$ cat src/rtl/rf_arb_pkg.sv
// Shared types and default sizing for the register-file access arbiter.
package rf_arb_pkg;

  localparam int RF_DW           = 8;   // register data width
  localparam int RF_AW           = 5;   // register address width
  localparam int RF_NUM_REGS     = 32;  // registers swept by a clear
  localparam int RF_STARVE_LIMIT = 4;   // denied DBG cycles before a forced grant

  // Top-level sequencing: hardware clear sweep, or normal shared access.
  typedef enum logic {
    ST_CLEAR = 1'b0,
    ST_RUN   = 1'b1
  } arb_state_e;

  // Who drives the register-file port in the current cycle.
  typedef enum logic [1:0] {
    OWN_NONE = 2'd0,
    OWN_CPU  = 2'd1,
    OWN_DBG  = 2'd2
  } owner_e;

  // Fixed-priority pick with a starvation override for the debug requester.
  function automatic owner_e pick_owner(input logic starved,
                                        input logic cpu_req,
                                        input logic dbg_req);
    owner_e own;
    own = OWN_NONE;
    if (starved && dbg_req) begin
      own = OWN_DBG;
    end else if (cpu_req) begin
      own = OWN_CPU;
    end else if (dbg_req) begin
      own = OWN_DBG;
    end
    return own;
  endfunction

endpackage

$ cat src/rtl/rf_clear_seq.sv
// Clear sequencer: walks every register index after reset or on a clear
// command, and reports busy/done to the rest of the arbiter.
module rf_clear_seq
  import rf_arb_pkg::*;
#(
  parameter int AW       = RF_AW,
  parameter int NUM_REGS = RF_NUM_REGS
) (
  input  logic          i_clk,
  input  logic          i_rst_n,
  input  logic          i_clr_start,
  output logic          o_run,
  output logic          o_clr_busy,
  output logic          o_clr_done,
  output logic [AW-1:0] o_clr_idx
);

  localparam logic [AW-1:0] LAST_IDX = AW'(NUM_REGS - 1);
  localparam logic [AW-1:0] IDX_ONE  = AW'(1);

  arb_state_e    r_state;
  logic [AW-1:0] r_clr_idx;
  logic          r_clr_done;

  // Sweep FSM: CLEAR steps the index once per edge and hands over to RUN
  // after the last register; RUN re-enters CLEAR when a clear is requested.
  // A clear request during CLEAR is ignored so a sweep is never stretched.
  always_ff @(posedge i_clk or negedge i_rst_n) begin
    if (!i_rst_n) begin
      r_state    <= ST_CLEAR;
      r_clr_idx  <= '0;
      r_clr_done <= 1'b0;
    end else begin
      case (r_state)
        ST_CLEAR: begin
          if (r_clr_idx == LAST_IDX) begin
            r_state    <= ST_RUN;
            r_clr_idx  <= '0;
            r_clr_done <= 1'b1;
          end else begin
            r_clr_idx  <= r_clr_idx + IDX_ONE;
            r_clr_done <= 1'b0;
          end
        end
        ST_RUN: begin
          r_clr_done <= 1'b0;
          r_clr_idx  <= '0;
          if (i_clr_start) begin
            r_state <= ST_CLEAR;
          end
        end
        default: begin
          r_state    <= ST_CLEAR;
          r_clr_idx  <= '0;
          r_clr_done <= 1'b0;
        end
      endcase
    end
  end

  assign o_run      = (r_state == ST_RUN);
  assign o_clr_busy = (r_state == ST_CLEAR);
  assign o_clr_done = r_clr_done;
  assign o_clr_idx  = r_clr_idx;

endmodule

$ cat src/rtl/rf_access_arbiter.sv
// Register-file access arbiter: shares the single write/X port and the Y
// read port between the CPU and a debug/loader requester, and clears every
// register in hardware after reset or on command.
module rf_access_arbiter
  import rf_arb_pkg::*;
#(
  parameter int DW           = RF_DW,
  parameter int AW           = RF_AW,
  parameter int NUM_REGS     = RF_NUM_REGS,
  parameter int STARVE_LIMIT = RF_STARVE_LIMIT
) (
  input  logic          CLK,
  input  logic          RST_N,
  // clear control
  input  logic          CLR_START,
  output logic          CLR_BUSY,
  output logic          CLR_DONE,
  // CPU requester
  input  logic          CPU_REQ,
  input  logic          CPU_WE,
  input  logic [AW-1:0] CPU_ADDRX,
  input  logic [AW-1:0] CPU_ADDRY,
  input  logic [DW-1:0] CPU_DIN,
  output logic          CPU_GNT,
  output logic [DW-1:0] CPU_DX,
  output logic [DW-1:0] CPU_DY,
  // debug/loader requester
  input  logic          DBG_REQ,
  input  logic          DBG_WE,
  input  logic [AW-1:0] DBG_ADDR,
  input  logic [DW-1:0] DBG_DIN,
  output logic          DBG_GNT,
  output logic [DW-1:0] DBG_DOUT,
  // register file side
  output logic [AW-1:0] RF_ADDRX,
  output logic [AW-1:0] RF_ADDRY,
  output logic          RF_WR,
  output logic [DW-1:0] RF_DIN,
  input  logic [DW-1:0] RF_DX_OUT,
  input  logic [DW-1:0] RF_DY_OUT
);

  localparam logic [3:0] STARVE_MAX = 4'(STARVE_LIMIT);

  logic          w_run;
  logic [AW-1:0] w_clr_idx;
  logic          w_starved;
  owner_e        w_owner;
  logic [AW-1:0] w_addrx;
  logic [AW-1:0] w_addry;
  logic [DW-1:0] w_din;
  logic          w_wr;
  logic [3:0]    r_starve_cnt;

  rf_clear_seq #(
    .AW       (AW),
    .NUM_REGS (NUM_REGS)
  ) u_clear_seq (
    .i_clk       (CLK),
    .i_rst_n     (RST_N),
    .i_clr_start (CLR_START),
    .o_run       (w_run),
    .o_clr_busy  (CLR_BUSY),
    .o_clr_done  (CLR_DONE),
    .o_clr_idx   (w_clr_idx)
  );

  assign w_starved = (r_starve_cnt == STARVE_MAX);

  // Same-cycle arbitration; nobody is granted while the clear sweep owns the port.
  always_comb begin
    w_owner = OWN_NONE;
    if (w_run) begin
      w_owner = pick_owner(w_starved, CPU_REQ, DBG_REQ);
    end
  end

  assign CPU_GNT = (w_owner == OWN_CPU);
  assign DBG_GNT = (w_owner == OWN_DBG);

  // Port mux: the sweep writes zeros, otherwise the owner drives the pins and
  // an idle port parks on the CPU addresses with writes disabled.
  always_comb begin
    w_addrx = CPU_ADDRX;
    w_addry = CPU_ADDRY;
    w_din   = CPU_DIN;
    w_wr    = 1'b0;
    if (!w_run) begin
      w_addrx = w_clr_idx;
      w_din   = '0;
      w_wr    = 1'b1;
    end else begin
      case (w_owner)
        OWN_CPU: begin
          w_wr = CPU_WE;
        end
        OWN_DBG: begin
          w_addrx = DBG_ADDR;
          w_addry = DBG_ADDR;
          w_din   = DBG_DIN;
          w_wr    = DBG_WE;
        end
        default: begin
          w_wr = 1'b0;
        end
      endcase
    end
  end

  assign RF_ADDRX = w_addrx;
  assign RF_ADDRY = w_addry;
  assign RF_DIN   = w_din;
  // Reset gates the write strobe directly so an interrupted sweep stops at once.
  assign RF_WR    = w_wr & RST_N;

  assign CPU_DX   = RF_DX_OUT;
  assign CPU_DY   = RF_DY_OUT;
  assign DBG_DOUT = RF_DX_OUT;

  // Starvation counter: counts consecutive denied debug cycles in RUN,
  // saturating at the limit; frozen while a clear sweep runs.
  always_ff @(posedge CLK or negedge RST_N) begin
    if (!RST_N) begin
      r_starve_cnt <= 4'd0;
    end else if (w_run) begin
      if (DBG_REQ && !DBG_GNT) begin
        if (r_starve_cnt != STARVE_MAX) begin
          r_starve_cnt <= r_starve_cnt + 4'd1;
        end
      end else begin
        r_starve_cnt <= 4'd0;
      end
    end
  end

endmodule

$ cat config.mk
export PLATFORM = sky130hd
export DESIGN_NAME = rf_access_arbiter
export DESIGN_NICKNAME = d
export VERILOG_FILES = /design/src/rtl/rf_arb_pkg.sv /design/src/rtl/rf_clear_seq.sv /design/src/rtl/rf_access_arbiter.sv
export SDC_FILE = /design/constraint.sdc
export NUM_CORES = 1
export LEC_CHECK = 0
export ABC_AREA = 1
export CAP_MARGIN = 20
export CORE_MARGIN = 1
export CORE_UTILIZATION = 30
export DETAILED_ROUTE_END_ITERATION = 16
export HOLD_SLACK_MARGIN = 0.15
export PLACE_DENSITY_LB_ADDON = 0.25
export SLEW_MARGIN = 40
export SYNTH_ARGS = -nofsm -noshare
export SYNTH_HDL_FRONTEND = slang
export SYNTH_SLANG_ARGS = --single-unit
$ cat constraint.sdc
create_clock -name CLK -period 2.9 [get_ports CLK]
set_input_delay 0.58 -clock CLK [delete_from_list [all_inputs] [get_ports CLK]]
set_output_delay 0.58 -clock CLK [all_outputs]
set_load 0.01 [all_outputs]
==> flow_summary_export.csv, run 1 <==
group,metric,value,unit
sta,skew,0.00303,ns
detailed_routing,dr_wl_met3,362,µm
synth,netlist_area,1060,µm²
sta,max_freq,367,MHz
worst_setup_path,startpoint,"DBG_REQ",
sta,layout_min_cycle_time,2.72,ns
sta,hold_violations,0,
layout,fillers,349,
detailed_routing,drtIter0Drc,33,
power,p_leak,0.858,nW
layout,fin_nets,256,
detailed_routing,dr.pass1.iters,4,
sta,finalCritPeriodShare,93.8,%
synth,ys_types,20,
sta,rsz0062_at_grt,"no",
synth,ys.flop_type,"dfrtp_1",
worst_hold_path,hold_class,"flop to flop",
synth,synth_area_leaders,"dfrtp_1 (26%), buf_4 (17%), nand2_1 (17%)",
clock_network,clock-sinks,11,
synth,synth_top_area_cell,"dfrtp_1",
sta,finalMaxSlewViolations,0,
worst_setup_path,cp.required,2.32,ns
global_routing,grt_pass1_vias,1036,
detailed_routing,dr_wl_met2,1.38,mm
detailed_routing,post_drt_wl_per_cell,11.9,µm
worst_setup_path,worst_setup_path_start_kind,"input port",
floorplanning,die_y,61.3,µm
global_routing,grt_max_degree,16,
detailed_routing,ant_nets,0,
global_routing,grt_pass1_wl,4.31,mm
layout,layout-drive-gt1-share,11.8,%
placement,io_buffer_count,60,
detailed_routing,detail_route.vias_per_cell,4.57,
worst_setup_path,crit_chain,"clkdlybuf4s50_1 -> nand3_1 -> inv_2 -> ha_4 -> nor2_4 -> buf_4 -> a22o_1 -> dlygate4sd2_1",
detailed_routing,drcViolationCount,0,
global_routing,antenna_found_initial,0,
worst_setup_path,slowest_stage,"clkdlybuf4s50_1",
sta,slew_headroom,75.6,%
power,power_density,561,nW/µm²
clock_network,cts_tree,"done",
flow_run,cap_violations,0,
synth,syn_area_per_cell,7.14,µm²
synth,synthArstFlopShare,100,%
layout,stdcell_count,241,
detailed_routing,vias,1102,
synth,synth_edf_count,0,
layout,syn2layout_area_growth,53.6,%
clock_network,clkSlewWorstSetupHoldPaths,0.07,ns
clock_network,clkLatencyLatePin,0.27,ns
detailed_routing,wl_met1,1.12,mm
worst_setup_path,setup.worst_path.end_class,"primary output",
detailed_routing,wirelength,2.87,mm
global_routing,grtUsageTotal,15.5,%
placement,dp_hpwl,2.31,mm
worst_setup_path,crit_family,"buffers and inverters",
power,irDropWorstVdd,285,µV
sta,setup_viol,0,
sta,tightestPinTransition,0.365,ns
layout,final_common_cell,"nand2_1",
floorplanning,rows,21,
synth,synth_seq_area_share,26.1,%
floorplanning,start_util,31.4,%
floorplanning,die_w,61.3,µm
worst_hold_path,holdCritStartpoint,"u_clear_seq.o_clr_idx[2]$_DFF_PN0_",
global_routing,grt_overflow_total,0,
synth,syn_inst,148,
worst_setup_path,critPathKind,"input port to primary output",
clock_network,hold_buffers,0,
floorplanning,coreArea,3360,µm²
synth,synth_top_area_share,26.1,%
worst_setup_path,cpPeakStageDelay,0.51,ns
status,status,"completed",
layout,diodes,0,
synth,ys_seq_elements,11,
detailed_routing,highest_layer,"met4",
synth,synth_nets,208,
placement,place_congestion,0.721,
layout,final_cell_mix,"nand2_1 (47), clkdlybuf4s50_1 (40), dlygate4sd2_1 (18)",
clock_network,cts-buffers-inserted,3,
worst_setup_path,cp_data_arrival_time,2.14,ns
clock_network,cts_buffer_depth,2,
layout,utilization,48.2,%
synth,ys_warn_count,0,
power,power.total,0.000910,W
floorplanning,die_area,3760,µm²
placement,dp_cells,234,
floorplanning,io_pins,101,
worst_setup_path,crit_fanout,5,
worst_setup_path,reg2reg_from,"r_starve_cnt[0]$_DFFE_PN0P_",
clock_network,cts_root_buf,"clkbuf_4",
clock_network,htree_levels,1,
worst_setup_path,cp_num_buf_inv,4,
-- path summary, 6_finish.rpt --
| check | endpoint | slack, ns | depth (start not counted) |
|---|---|---|---|
| hold / removal | u_clear_seq.o_clr_idx[2]$_DFF_PN0_ | 0.52 | 1 |
| min in group asynchronous | u_clear_seq.o_run$_DFF_PN0_ | 0.68 | 2 |
| hold reg to reg | u_clear_seq.o_clr_idx[2]$_DFF_PN0_ | 0.52 | 1 |
| max in group asynchronous | u_clear_seq.o_clr_done$_DFF_PN0_ | 2.07 | 2 |
| setup / recovery | RF_DIN[0] | 0.18 | 8 |
| setup reg to reg | r_starve_cnt[1]$_DFFE_PN0P_ | 0.96 | 13 |
-- per-layer routing --
| metal | up-vias | GRT usage [%] |
|---|---|---|
| li1 | 543 | - |
| met1 | 494 | 16.4 |
| met2 | 63 | 30.1 |
| met3 | 2 | 4.20 |
| met4 | 0 | 3.81 |
| met5 | - | 0 |
-- cells in the mapped netlist, types with 3 or more instances --
cell / count
buf_4: 24
inv_1: 14
nand4_1: 4
ha_1: 6
buf_6: 3
a22o_1: 8
nor2_1: 7
dfrtp_1: 11
nand2_1: 47
nand3_1: 10
a21oi_1: 3
-- logic make-up (layout without fill, tap and decap cells) --
logic type      count (synthesis)  after routing  synth area share (%)
compound gates                 15             15                  10.4
buf+inv                        44             91                  26.9
flops                          11             11                  26.1
fa+ha+maj                       6              6                  7.11
simple gates                   72             72                  29.5
-- state kept, by name, indices dropped and copies added (netlist names) --
register / flops
u_clear_seq.o_run: 1
r_starve_cnt: 4
u_clear_seq.o_clr_idx: 5
u_clear_seq.o_clr_done: 1
-- per-stage QoR --
| stage | setup WS [ns] | hold slack, ns | TNS (ns) | area, µm² |
|---|---|---|---|---|
| 2_1_floorplan | 0.519 | 0.284 | 0 | 1060 |
| 3_3_place_gp | -0.213 | 0.498 | -3.03 | 1560 |
| 3_5_place_dp | -0.278 | 0.513 | -4.06 | 1560 |
| 4_1_cts | 0.0913 | 0.522 | 0 | 1610 |
| 5_1_grt | 0.0135 | 0.554 | 0 | 1620 |
| 6_report | 0.179 | 0.523 | 0 | 1620 |
-- cell type report --
cell class | instances | area, µm² | share of cell area (%)
Inverter | 16 | 70.1 | 4.32
Timing Repair Buffer | 71 | 676 | 41.7
Multi-Input combinational cell | 93 | 517 | 31.9
Tap cell | 46 | 57.6 | 3.55
Clock buffer | 4 | 26.3 | 1.62
Sequential cell | 11 | 275 | 17.0
-- power by group --
| part | total [W] | leakage, nW | internal (W) | switching [W] |
|---|---|---|---|---|
| sequential | 0.000258 | 0.142 | 0.000211 | 0.0000471 |
| clock | 0.000107 | 0.0150 | 0.0000533 | 0.0000536 |
| combinational | 0.000545 | 0.701 | 0.000276 | 0.000269 |
-- timing repair --
item,in CTS,in global routing
gates resized for setup,23,5
buffers inserted,3,0
setup endpoints to repair,19,7
pin swaps,2,0
(Power assumes the default switching activity.)
==> run 2, diff against run 1 <==
--- a/config.mk
+++ b/config.mk
@@ -12,7 +12,7 @@
 export DETAILED_ROUTE_END_ITERATION = 16
 export HOLD_SLACK_MARGIN = 0.15
 export PLACE_DENSITY_LB_ADDON = 0.25
-export SLEW_MARGIN = 40
+export SLEW_MARGIN = 20
 export SYNTH_ARGS = -nofsm -noshare
 export SYNTH_HDL_FRONTEND = slang
 export SYNTH_SLANG_ARGS = --single-unit
==> results of run 2 <==
Same layout as run 1: the final DEF is identical, and so are final timing and power.
